===== src/rtl/uart_boot_pkg.sv =====
// uart_boot_pkg: shared definitions for the UART serial boot loader.
//   - boot_state_e        : loader FSM states
//   - RXDATA_ADDR_DEF     : default UART RX data register offset (read pops a byte)
//   - STATUS_ADDR_DEF     : default UART status register offset
//   - AXI_RESP_OKAY       : the only read response accepted as good
//   - STATUS_RX_VALID_BIT : status bit that flags a byte waiting in the UART
package uart_boot_pkg;

    localparam logic [3:0] RXDATA_ADDR_DEF     = 4'h0;
    localparam logic [3:0] STATUS_ADDR_DEF     = 4'h8;
    localparam logic [1:0] AXI_RESP_OKAY       = 2'b00;
    localparam int         STATUS_RX_VALID_BIT = 0;

    typedef enum logic [3:0] {
        ST_IDLE,
        ST_POLL_AR,
        ST_POLL_R,
        ST_GAP,
        ST_DATA_AR,
        ST_DATA_R,
        ST_WRITE,
        ST_DONE,
        ST_ERROR
    } boot_state_e;

endpackage


===== src/rtl/boot_word_assembler.sv =====
// boot_word_assembler: shifts received bytes into a little-endian 32-bit word.
// Ports:
//   clk, resetn   : clock, asynchronous active-low reset
//   clear         : drop any partial word (start of a new load)
//   byte_valid    : byte_in is absorbed this cycle
//   byte_in       : received byte
//   word          : assembled word, complete in the cycle word_valid is high
//   word_valid    : one-cycle pulse the cycle after the fourth byte
//   last_byte     : the next absorbed byte completes a word
module boot_word_assembler (
    input  logic        clk,
    input  logic        resetn,
    input  logic        clear,
    input  logic        byte_valid,
    input  logic [7:0]  byte_in,
    output logic [31:0] word,
    output logic        word_valid,
    output logic        last_byte
);

    logic [1:0] byte_cnt;

    assign last_byte = (byte_cnt == 2'd3);

    always_ff @(posedge clk or negedge resetn) begin
        if (!resetn) begin
            word       <= '0;
            byte_cnt   <= '0;
            word_valid <= 1'b0;
        end else begin
            word_valid <= 1'b0;
            if (clear) begin
                word     <= '0;
                byte_cnt <= '0;
            end else if (byte_valid) begin
                // LSB arrives first, so new bytes enter at the top and slide down.
                word       <= {byte_in, word[31:8]};
                byte_cnt   <= byte_cnt + 2'd1;
                word_valid <= last_byte;
            end
        end
    end

endmodule


===== src/rtl/uart_boot_loader.sv =====
// uart_boot_loader: AXI4-Lite read master that drains uart_wrapper, assembles
// a boot image (word count N, then N little-endian words) and writes it into
// instruction memory, then releases the CPU from reset.
// Optional feature: define UART_BOOT_CHECKSUM_EN to expect a trailing word
// equal to the mod-2**32 sum of the N data words.
// Ports:
//   clk, resetn          : clock, asynchronous active-low reset
//   start                : pulse, begins a load when idle
//   m_axi_ar* / m_axi_r* : AXI4-Lite read channels towards uart_wrapper
//   imem_we/addr/wdata   : instruction memory write port
//   busy, done, error    : load status (done/error sticky until reset)
//   cpu_resetn           : CPU reset, released once the image is loaded
module uart_boot_loader
    import uart_boot_pkg::*;
#(
    parameter int         IMEM_AW     = 10,
    parameter logic [3:0] RXDATA_ADDR = RXDATA_ADDR_DEF,
    parameter logic [3:0] STATUS_ADDR = STATUS_ADDR_DEF,
    parameter int         POLL_GAP    = 4
) (
    input  logic               clk,
    input  logic               resetn,
    input  logic               start,
    output logic [3:0]         m_axi_araddr,
    output logic               m_axi_arvalid,
    input  logic               m_axi_arready,
    input  logic [31:0]        m_axi_rdata,
    input  logic [1:0]         m_axi_rresp,
    input  logic               m_axi_rvalid,
    output logic               m_axi_rready,
    output logic               imem_we,
    output logic [IMEM_AW-1:0] imem_addr,
    output logic [31:0]        imem_wdata,
    output logic               busy,
    output logic               done,
    output logic               error,
    output logic               cpu_resetn
);

    localparam int          CW    = IMEM_AW + 1;
    localparam int          GAP_W = (POLL_GAP < 2) ? 1 : $clog2(POLL_GAP);
    localparam logic [31:0] DEPTH = 32'(2 ** IMEM_AW);

    boot_state_e      state;
    logic [GAP_W-1:0] gap_cnt;
    logic [CW-1:0]    word_cnt;     // N, valid once count_loaded
    logic [CW-1:0]    wr_cnt;       // data words written so far
    logic             count_loaded;
`ifdef UART_BOOT_CHECKSUM_EN
    logic [31:0]      sum;
`endif

    logic        resp_ok, byte_valid, asm_clear, asm_last, asm_word_valid, in_data;
    logic [31:0] asm_word;
    logic        unused_rdata;

    assign resp_ok      = (m_axi_rresp == AXI_RESP_OKAY);
    // Bytes with a bad response never reach the assembler.
    assign byte_valid   = (state == ST_DATA_R) && m_axi_rvalid && m_axi_rready && resp_ok;
    assign asm_clear    = (state == ST_IDLE) && start;
    assign in_data      = count_loaded && (wr_cnt != word_cnt);
    assign imem_addr    = wr_cnt[IMEM_AW-1:0];
    assign imem_wdata   = asm_word;
    assign unused_rdata = ^m_axi_rdata[31:8];

    boot_word_assembler u_asm (
        .clk        (clk),
        .resetn     (resetn),
        .clear      (asm_clear),
        .byte_valid (byte_valid),
        .byte_in    (m_axi_rdata[7:0]),
        .word       (asm_word),
        .word_valid (asm_word_valid),
        .last_byte  (asm_last)
    );

    always_ff @(posedge clk or negedge resetn) begin
        if (!resetn) begin
            state         <= ST_IDLE;
            m_axi_araddr  <= '0;
            m_axi_arvalid <= 1'b0;
            m_axi_rready  <= 1'b0;
            imem_we       <= 1'b0;
            busy          <= 1'b0;
            done          <= 1'b0;
            error         <= 1'b0;
            cpu_resetn    <= 1'b0;
            gap_cnt       <= '0;
            word_cnt      <= '0;
            wr_cnt        <= '0;
            count_loaded  <= 1'b0;
`ifdef UART_BOOT_CHECKSUM_EN
            sum           <= '0;
`endif
        end else begin
            imem_we <= 1'b0;
            case (state)
                ST_IDLE: if (start) begin
                    state         <= ST_POLL_AR;
                    busy          <= 1'b1;
                    m_axi_arvalid <= 1'b1;
                    m_axi_araddr  <= STATUS_ADDR;
                end
                ST_POLL_AR, ST_DATA_AR: if (m_axi_arready) begin
                    m_axi_arvalid <= 1'b0;
                    m_axi_rready  <= 1'b1;
                    state         <= (state == ST_POLL_AR) ? ST_POLL_R : ST_DATA_R;
                end
                ST_POLL_R: if (m_axi_rvalid) begin
                    m_axi_rready <= 1'b0;
                    if (!resp_ok) begin
                        state <= ST_ERROR;
                        error <= 1'b1;
                        busy  <= 1'b0;
                    end else if (m_axi_rdata[STATUS_RX_VALID_BIT]) begin
                        state         <= ST_DATA_AR;
                        m_axi_arvalid <= 1'b1;
                        m_axi_araddr  <= RXDATA_ADDR;
                    end else begin
                        state   <= ST_GAP;
                        gap_cnt <= '0;
                    end
                end
                ST_GAP: begin
                    if (gap_cnt == GAP_W'(POLL_GAP - 1)) begin
                        state         <= ST_POLL_AR;
                        m_axi_arvalid <= 1'b1;
                        m_axi_araddr  <= STATUS_ADDR;
                    end else begin
                        gap_cnt <= gap_cnt + GAP_W'(1);
                    end
                end
                ST_DATA_R: if (m_axi_rvalid) begin
                    m_axi_rready <= 1'b0;
                    if (!resp_ok) begin
                        state <= ST_ERROR;
                        error <= 1'b1;
                        busy  <= 1'b0;
                    end else if (asm_last) begin
                        // Only data words reach memory; count and trailer words do not.
                        state   <= ST_WRITE;
                        imem_we <= in_data;
                    end else begin
                        state         <= ST_POLL_AR;
                        m_axi_arvalid <= 1'b1;
                        m_axi_araddr  <= STATUS_ADDR;
                    end
                end
                ST_WRITE: if (asm_word_valid) begin
                    state         <= ST_POLL_AR;
                    m_axi_arvalid <= 1'b1;
                    m_axi_araddr  <= STATUS_ADDR;
                    if (!count_loaded) begin
                        count_loaded <= 1'b1;
                        word_cnt     <= asm_word[CW-1:0];
                        if (asm_word == '0) begin
                            state         <= ST_DONE;
                            m_axi_arvalid <= 1'b0;
                            done          <= 1'b1;
                            cpu_resetn    <= 1'b1;
                            busy          <= 1'b0;
                        end else if (asm_word > DEPTH) begin
                            state         <= ST_ERROR;
                            m_axi_arvalid <= 1'b0;
                            error         <= 1'b1;
                            busy          <= 1'b0;
                        end
                    end else if (in_data) begin
                        wr_cnt <= wr_cnt + CW'(1);
`ifdef UART_BOOT_CHECKSUM_EN
                        sum    <= sum + asm_word;
`else
                        if (wr_cnt + CW'(1) == word_cnt) begin
                            state         <= ST_DONE;
                            m_axi_arvalid <= 1'b0;
                            done          <= 1'b1;
                            cpu_resetn    <= 1'b1;
                            busy          <= 1'b0;
                        end
`endif
                    end else begin
                        // Trailer word: only reachable with the checksum build.
                        m_axi_arvalid <= 1'b0;
                        busy          <= 1'b0;
`ifdef UART_BOOT_CHECKSUM_EN
                        if (asm_word == sum) begin
                            state      <= ST_DONE;
                            done       <= 1'b1;
                            cpu_resetn <= 1'b1;
                        end else begin
                            state <= ST_ERROR;
                            error <= 1'b1;
                        end
`else
                        state <= ST_ERROR;
                        error <= 1'b1;
`endif
                    end
                end
                ST_DONE, ST_ERROR: ;
                default: state <= ST_ERROR;
            endcase
        end
    end

endmodule


===== config.mk =====
export PLATFORM = sky130hd
export DESIGN_NAME = uart_boot_loader
export DESIGN_NICKNAME = d
export VERILOG_FILES = /design/src/rtl/uart_boot_pkg.sv /design/src/rtl/boot_word_assembler.sv /design/src/rtl/uart_boot_loader.sv
export SDC_FILE = /design/constraint.sdc
export NUM_CORES = 1
export LEC_CHECK = 0
export ABC_AREA = 1
export CAP_MARGIN = 25
export CORE_MARGIN = 2
export CORE_UTILIZATION = 38
export CTS_BUF_LIST = sky130_fd_sc_hd__clkbuf_4 sky130_fd_sc_hd__clkbuf_8 sky130_fd_sc_hd__clkbuf_16
export DETAILED_ROUTE_END_ITERATION = 6
export PLACE_DENSITY_LB_ADDON = 0.15
export SLEW_MARGIN = 40
export SYNTH_ARGS = -nofsm -noshare
export SYNTH_HDL_FRONTEND = slang
export SYNTH_SLANG_ARGS = --single-unit

===== constraint.sdc =====
create_clock -name clk -period 1.7 [get_ports clk]
set_input_delay 0.34 -clock clk [delete_from_list [all_inputs] [get_ports clk]]
set_output_delay 0.34 -clock clk [all_outputs]
set_load 0.01 [all_outputs]

## After elaboration in Yosys (flattened, before gate mapping)

Index checks and enable logic that the tools add are counted.

| word-level totals | value |
|---|---|
| register bits | 74 |
| input port bits | 39 |
| output and inout port bits | 53 |
| logic and storage cells | 166 |

| operators by class | value |
|---|---|
| $add $sub $neg | 3 |
| $lt $le $gt $ge | 1 |
| equal/unequal tests | 33 |
| mux-type cells | 82 |
| bitwise operators | 2 |
| reductions and logical operators | 30 |

Operators with widths:

| operator | number |
|---|---|
| $mux W4 | 21 |
| $mux W32 | 2 |
| $mux W1 | 42 |
| $gt A32 B11 Y1 const B | 1 |
| $logic_not A32 Y1 | 1 |
| $pmux W4 S7 | 1 |
| $ne A2 B2 Y1 const B | 12 |
| $reduce_and A7 Y1 | 3 |
| $pmux W4 S5 | 1 |
| $eq A4 B3 Y1 const B | 4 |
| $mux W2 | 6 |
| $mux W3 | 4 |
| $add A11 B1 Y11 const B | 1 |
| $eq A11 B11 Y1 | 1 |
| $ne A11 B11 Y1 | 1 |
| $reduce_and A11 Y1 | 1 |
| $reduce_and A10 Y1 | 1 |
| $reduce_and A5 Y1 | 2 |
| $reduce_bool A2 Y1 | 5 |
| $ne A3 B3 Y1 const B | 3 |
| $eq A4 B2 Y1 const B | 2 |
| $ne A2 B1 Y1 const B | 4 |
| $ne A4 B4 Y1 const B | 2 |
| $pmux W1 S6 | 1 |
| other kinds (18) | 29 |

## Logic depth before layout (Yosys ltp)

Gate-level depths: netlist of the first run.

| depth | value |
|---|---|
| depth after elaboration | 7 |
| mapped depth | 14 |
| mapped depth without buffers | 14 |

## Modules after synthesis

A second synthesis of the first run with hierarchy kept.

| unflattened totals | value |
|---|---|
| cells, all modules | 524 |
| area, all modules | 3,962.6 um^2 |

Modules (own cells, without submodules):

| module | instances | cells an instance | area each (um^2) | sequential area each (um^2) |
|---|---|---|---|---|
| uart_boot_loader | 1 | 371 | 2,551.2 | 900.9 |
| boot_word_assembler | 1 | 153 | 1,411.4 | 875.8 |

## Least setup slack after synthesis of the first run

OpenSTA, ideal clock, no wires.

| timing | value |
|---|---|
| path type | register to register |
| start | register wr_cnt[0] |
| end | register busy |
| library setup time | 118 ps |
| arrival | 1,536 ps |
| required time | 1,582 ps |
| setup slack | 46 ps |
| cell stages (with the launch flop) | 13 |
| path buffers | 0 |
| clock period less this slack | 1,654 ps |
| cells stage by stage | dfrtp_1 ha_1 nand3_2 nor2_2 nand2_1 nand3_1 o21ai_0 nor2_1 nand2_1 nand2_1 nand3_1 nand2_1 nand2_1 |

| between the ends | value |
|---|---|
| longest elaborated chain between the ends | 6 |
| elaborated cells on any way between the ends | 10 |
| classes of those cells | 1 x add/sub; 3 x eq/ne; 4 x mux; 2 x reduce/logical |

RTL lines:

| what | RTL line | source |
|---|---|---|
| start: declaration | uart_boot_loader.sv:47 | `logic [CW-1:0] wr_cnt;` |
| start signal: assignment | uart_boot_loader.sv:169 | `wr_cnt <= wr_cnt + CW'(1);` |
| parallel branches: the longest is 6 deep, another holds $add A11 B1 Y11 | - |  |
| end signal: assignment | uart_boot_loader.sv:100 | `busy <= 1'b1;` |
| end signal: assignment | uart_boot_loader.sv:161 | `busy <= 1'b0;` |
| end signal: assignment | uart_boot_loader.sv:166 | `busy <= 1'b0;` |
| end: declaration | uart_boot_loader.sv:34 | `output logic busy,` |

Several ways; the timed one is not identified. The select of a mux whose other input is x is not followed.
A chain may end at the register's enable or synchronous reset.

## Final worst setup path of the first run

| timing | value |
|---|---|
| start | register wr_cnt[1] |
| end | register busy |

Same word-level chain as after synthesis.

==> results of run 1 <==
-- logic make-up after synthesis --
| kind of cell | share of synthesized area (%) |
|---|---|
| AOI/OAI and AO/OA | 9.76 |
| xor gates and xnor gates | 3.20 |
| adders and majority gates | 0.989 |
| buffers and inverters | 12.6 |
| DFF | 46.8 |
| other | 0.0988 |
| and+or+nand+nor | 26.5 |
-- metrics by stage --
stage               total power (W)  TNS (ns)
detailed placement          0.00486     -5.14
global placement            0.00485     -4.92
CTS                         0.00634    -0.201
floorplan                   0.00346         0
global route                0.00680     -1.46
finish                      0.00639    -0.143
-- cell usage after synthesis (2+ instances only) --
master,n,area share (%)
inv_4,2,0.33
clkbuf_1,2,0.20
o21ai_0,28,3.7
xnor2_1,2,0.46
nand4_1,13,2.1
nand3_2,2,0.53
ha_1,3,0.99
nand2_2,3,0.49
buf_4,14,2.8
nand3_1,26,3.4
inv_1,82,8.1
nand3b_1,2,0.40
a21oi_1,3,0.40
o22ai_1,25,4.1
dfrtp_1,71,47
nor2_1,34,3.4
xor2_1,10,2.3
nor2_2,4,0.66
nor2_4,3,0.89
a31oi_1,2,0.33
nand2_1,125,12
inv_2,2,0.20
buf_2,6,0.79
nor3_1,6,0.79
-- layout by cell type (no fill, tap or decap), types with 2 or more instances in the layout --
cell,netlist,layout
nor2_1,34,26
o21ai_0,28,26
nor3_1,6,5
o21ai_1,1,3
nand3_2,2,7
a21oi_1,3,2
nand3_1,26,21
nand2_4,0,4
o22ai_1,25,25
dfrtp_2,0,5
clkdlybuf4s50_1,0,53
dlymetal6s2s_1,0,5
inv_6,0,2
xnor2_2,1,2
nor2_4,3,6
nor3_4,1,2
dfrtp_1,71,66
xor2_1,10,10
nand4_1,13,13
buf_6,0,2
a31oi_1,2,2
buf_4,14,57
nand3b_1,2,2
ha_1,3,2
nor2_2,4,9
inv_1,82,76
inv_2,2,8
nand2_2,3,7
inv_8,0,2
nand2_1,125,117
conb_1,1,3
buf_12,0,6
clkbuf_8,0,9
dlygate4sd2_1,0,5
-- registers in the layout, indices dropped and copies added, names as in the netlist, 2 cells and up --
register / flops
state: 4
u_asm.word: 32
gap_cnt: 2
wr_cnt: 11
word_cnt: 11
u_asm.byte_cnt: 2
-- area by class of cell --
class                           count  area [sq um]  share of cell area [%]
Sequential cell                    71          1780                    33.1
Tap cell                          133           166                    3.09
Clock inverter                      7          80.1                    1.48
Timing Repair Buffer              130          1220                    22.7
Inverter                           87           337                    6.24
Multi-Input combinational cell    305          1680                    31.2
Clock buffer                        9           124                    2.30
-- power groups by stage --
stage	combinational [W]	sequential (W)	clock, W
2_1_floorplan	0.000960	0.00250	0
6_report	0.00262	0.00234	0.00143
3_5_place_dp	0.00250	0.00236	0
5_1_grt	0.00287	0.00239	0.00153
3_3_place_gp	0.00250	0.00235	0
4_1_cts	0.00253	0.00234	0.00147
-- worst register-to-register path: stages (launching register included) --
cell and delay (ns):
dfrtp_1 0.43, ha_4 0.29, inv_2 0.03, nand2_1 0.05
nand2_1 0.05, nor2_1 0.09, nand3_1 0.08, nor2_1 0.08
nand2_1 0.07, nor2_2 0.13, nand2_1 0.08, nand2_2 0.08
nand3_2 0.08, nand2_1 0.07, nand2_1 0.05
-- what timing repair did --
action,4_1_cts,5_1_grt
endpoints found under the setup margin,15,59
pin swaps,3,13
hold buffers,1,0
resized for setup,16,45
hold endpoints to repair,9,0
setup buffers,6,5
-- metal layers --
| metal | share of wire (%) | GRT usage [%] | up-vias |
|---|---|---|---|
| met4 | 1.1 | 4.83 | 0 |
| met3 | 5.1 | 5.20 | 9 |
| met1 | 48 | 26.4 | 1618 |
| met2 | 46 | 28.5 | 76 |
| li1 | - | - | 1774 |
| met5 | 0 | 0 | - |
-- worst max path at each step --
| stage | startpoint | end | slack, ns | depth (start not counted) |
|---|---|---|---|---|
| floorplan | wr_cnt[0] | busy | 0.05 | 12 |
| global placement | m_axi_rresp[1] | m_axi_arvalid | -0.18 | 10 |
| detailed placement | m_axi_rresp[1] | m_axi_arvalid | -0.19 | 10 |
| CTS | wr_cnt[1] | busy | -0.11 | 14 |
| global route | wr_cnt[0] | busy | -0.27 | 14 |
| finish | wr_cnt[1] | busy | -0.08 | 14 |
==> run summary, run 1 <==
clock-pin slew on the worst setup and hold paths -> 0.09 ns
antenna cell count -> 0
Die Area -> 0.0108 sq mm
sequential share of power -> 36.7%
final core occ -> 55.4%
critical path's most frequent cell -> nand2_1
setup ws final -> -0.0768 ns
WL final -> 9.90 mm
max incr delay on CP -> 0.43 ns
Pint -> 0.00408 W
DRT Pass-1 Iters -> 4
VDD IR max -> 786 uV
CP max FO -> 2
I/O Pins -> 92
Tmin final -> 1.78 ns
CTS tree -> yes
Yosys cell types -> 38
Peak Freq -> 563 MHz
CTS Root Cell -> clkbuf_8
cell family with most CP delay -> simple AND/OR/NAND/NOR gates
Non-Filler Instances -> 742
Final Slew Violations -> 0
DP HPWL -> 7.34 mm
Fin. Hold Viols -> 0
DRC -> 0
initial antenna violation count -> 0
asr flop ratio synth -> 100%
synthesized cell area -> 0.00379 sq mm
layout net count -> 646
Area Overhead vs Synth -> 42.1%
min-delay worst type -> in2async
RSZ-0062 raised after global routing -> true
Seq/Total Area, Yosys -> 46.8%
DR iter-0 viols -> 182
share of cells above drive strength 1 -> 22.8%
Post-DP Area -> 0.00492 sq mm
CP Data Required Time -> 1.93 ns
DR WL/cell -> 13.3 um
Initial Util -> 39.0%
violated checks -> setup timing
Placer Congestion -> 0.911
Die X -> 104 um
final period utilization -> 105%
clock share of power -> 22.3%
Placeable Area -> 0.00973 sq mm
port buffer count -> 64
first-pass GRT wire length -> 16.4 mm
worst setup path class -> reg2reg
#FFs+latches synth -> 71
Worst setup EP type -> flip-flop
clk sinks -> 71
final setup vio count -> 3
number of vias per cell -> 4.69
cells after synthesis -> 484
Post-synth EDFFs -> 0
total gr overflow -> 0
outcome -> complete, but fails checks
R2R Path End -> busy
Hold WS -> 0.456 ns
P_sw -> 0.00231 W
H-tree depth -> 3
vias in the first global route -> 3387
LEAKAGE -> 2.76 nW
Critical Path AT -> 2.01 ns
largest net degree at the start of global routing -> 34
clk_lat worst skew -> 0.34 ns
PwrDens -> 1180 mW/mm^2
total CTS buffers -> 9
Reg2Reg Setup Slack -> -0.08 ns
Avg Cell Area, Syn -> 7.84 sq um
Worst path slowest cell -> dfrtp_1
Synth Flop Type -> dfrtp_1
Placed Cells -> 714
WP buf/inv -> 1
ANT nets after route -> 0
post-route cell area -> 0.00539 sq mm
Die H -> 104 um
CP cell instances -> ha_4, inv_2, nand2_1, nand2_1, nor2_1, nand3_1, nor2_1, nand2_1, nor2_2, nand2_1, nand2_2, nand3_2, nand2_1, nand2_1
clk_skew -> 0.00788 ns
startpoint types -> flip-flop
clk buf depth -> 2
GRT Util Overall -> 18.7%
Gate power share -> 41.0%
standard-cell rows -> 36
MaxCap Viol Count -> 0
reg2reg start -> wr_cnt[1]
Yosys warnings -> 0
vias -> 3477
Sw Share -> 36.2%
fillcell total -> 967
Placement Setup Slack -> -0.192 ns
R2R cell count -> 14
No activity file was read; power rests on OpenSTA's default activity.
==> run 2, diff against run 1 <==
--- a/config.mk
+++ b/config.mk
@@ -7,6 +7,7 @@
 export LEC_CHECK = 0
 export ABC_AREA = 1
 export CAP_MARGIN = 25
+export CORE_ASPECT_RATIO = 0.6
 export CORE_MARGIN = 2
 export CORE_UTILIZATION = 38
 export CTS_BUF_LIST = sky130_fd_sc_hd__clkbuf_4 sky130_fd_sc_hd__clkbuf_8 sky130_fd_sc_hd__clkbuf_16
==> run summary, run 2 (synthesized netlist as in run 1, its figures left out) <==
MaxCap Viol Count -> 0 (unchanged)
layout net count -> 655 (+1.4%)
DP HPWL -> 7.83 mm (+6.8%)
most frequent cells in the layout -> nand2_1, inv_1, dfrtp_1, buf_4, clkdlybuf4s50_1
Reg2Reg Setup Slack -> -0.06 ns (about the same)
outcome -> complete, but fails checks
fillcell total -> 845 (-13%)
instance count on the critical path -> 11 (-3)
DR iter-0 viols -> 241 (+32%)
min-delay worst type -> reg2reg
total CTS buffers -> 9 (unchanged)
WL final -> 10.9 mm (+9.7%)
Placeable Area -> 0.00977 sq mm (+0.46%)
Die H -> 81.4 um (-22%)
antenna cell count -> 0 (unchanged)
clk buf depth -> 2 (unchanged)
Placement Setup Slack -> -0.145 ns (+0.0467 ns)
Peak Freq -> 567 MHz (+0.80%)
R2R Path End -> wr_cnt[7]
violated checks -> setup timing
H-tree depth -> 3 (unchanged)
reg2reg start -> state[3]
standard-cell rows -> 28 (-22%)
Critical Path AT -> 1.98 ns (-0.03 ns)
Largest regs -> u_asm.word (32), word_cnt (11), wr_cnt (11)
clock-pin slew on the worst setup and hold paths -> 0.06 ns (-0.03 ns)
port buffer count -> 64 (unchanged)
Top reg by flops -> u_asm.word
FF+latch area -> 0.00179 sq mm (+0.28%)
Initial Util -> 38.8% (-0.18 points)
Placed Cells -> 720 (+0.84%)
PwrDens -> 1240 mW/mm^2 (+4.7%)
max incr delay on CP -> 0.45 ns (+0.02 ns)
final setup vio count -> 9 (+6)
GRT Util Overall -> 21.0% (+2.3 points)
CP cell instances -> inv_2, nand2_2, nor3_4, inv_4, nor2_4, inv_4, nor2_8, inv_6, nor2_4, nand2_2, xnor2_2
Tmin final -> 1.76 ns (-0.0140 ns)
initial antenna violation count -> 0 (unchanged)
max FFs per register -> 32 (unchanged)
clk sinks -> 71 (unchanged)
RSZ-0062 raised after global routing -> true
LEAKAGE -> 2.79 nW (+1.2%)
Placer Congestion -> 0.865 (-5.0%)
number of vias per cell -> 4.69 (+0.14%)
CP Data Required Time -> 1.92 ns (about the same)
Setup crit start -> state[3]
CP max FO -> 5 (+3)
DRT Pass-1 Iters -> 4 (unchanged)
I/O Pins -> 92 (unchanged)
most common cell after layout, fill and taps aside -> nand2_1
largest net degree at the start of global routing -> 34 (unchanged)
multi-input logic area -> 0.00173 sq mm (+3.1%)
cell family with most CP delay -> simple AND/OR/NAND/NOR gates
vias in the first global route -> 3402 (+0.44%)
setup ws final -> -0.0628 ns (+0.0140 ns)
Worst path slowest cell -> dfrtp_2
Hold Crit Start -> busy
WP buf/inv -> 4 (+3)
DRC -> 0 (unchanged)
share of cells above drive strength 1 -> 26.0% (+3.1 points)
Die Area -> 0.0108 sq mm (+0.24%)
clk_lat worst skew -> 0.34 ns (about the same)
DR WL/cell -> 14.5 um (+8.4%)
final period utilization -> 104% (-0.83 points)
Fin. Hold Viols -> 0 (unchanged)
VDD IR max -> 878 uV (+12%)
Area Overhead vs Synth -> 48.8%
CTS Root Cell -> clkbuf_16
Hold EP -> busy
Final Slew Violations -> 0 (unchanged)
Worst setup EP type -> flip-flop
CTS tree -> yes
clk_skew -> 0.00574 ns (-0.00214 ns)
worst setup path class -> reg2reg
hold path cells -> 2
vias -> 3524 (+1.4%)
total gr overflow -> 0 (unchanged)
startpoint types -> flip-flop
ANT nets after route -> 0 (unchanged)
R2R cell count -> 11 (-3)
Die X -> 133 um (+28%)
Non-Filler Instances -> 751 (+1.2%)
first-pass GRT wire length -> 17.4 mm (+6.5%)
==> run 2: changes by cell type in the layout (fill, tap and decap cells not counted), moves of 5 or more <==
cell,change
buf_4,+5
clkbuf_16,+11
clkbuf_8,-8
nor2_2,-5
nor2_4,+5
o21ai_0,-5
==> run 2: worst max path at each step <==
stage,to,slack [ns]
6_report,wr_cnt[7],-0.06
3_3_place_gp,m_axi_arvalid,-0.13
5_1_grt,busy,-0.18
4_1_cts,busy,-0.06
2_1_floorplan,busy,0.05
3_5_place_dp,state[0],-0.14
==> run 2: what timing repair did <==
| item | 4_1_cts | 5_1_grt |
|---|---|---|
| endpoints found under the setup margin | 57 | 74 |
| pin swaps | 6 | 17 |
| hold buffers | 1 | 0 |
| buffers inserted | 6 | 7 |
| gates cloned | 0 | 3 |
| endpoints found under the hold margin | 17 | 0 |
| resized for setup | 26 | 61 |
==> run 2: layer usage <==
layer / routed length [um] / track usage [%]
met1: 5550 / 30.3
met2: 4520 / 30.9
met3: 682 / 5.81
met5: 0 / 0
met4: 104 / 5.48
==> run 2: stage by stage <==
stage               hold slack (ns)  TNS (ns)  utilization [%]  cell area (sq um)  total power, W
finish                        0.471    -0.261             57.8               5650         0.00701
global route                  0.512     -3.01             57.8               5650         0.00745
CTS                           0.480    -0.282             54.7               5350         0.00695
detailed placement            0.327     -2.74             50.7               4960         0.00499
global placement              0.321     -1.93             50.7               4960         0.00498
floorplan                    0.0444         0                -               3800         0.00346
==> run 2: final cells by class <==
type                            count  share of cell area, %
Sequential cell                    71                   31.7
Multi-Input combinational cell    305                   30.7
Tap cell                          135                   2.99
Inverter                           87                   6.05
Clock buffer                       11                   4.36
Timing Repair Buffer              139                   23.5
Clock inverter                      3                  0.798
==> run 2: power breakdown <==
group          internal, W  switching [W]
clock              0.00118       0.000710
combinational      0.00141        0.00134
sequential         0.00209       0.000281
==> run 2: worst reg2reg max path: cells and delay by family, from the launching register on <==
kind / cells / cell delay (ns)
AND/OR/NAND/NOR: 6 / 0.79
flip-flops: 1 / 0.45
buffers and inverters: 4 / 0.27
XOR/XNOR: 1 / 0.12
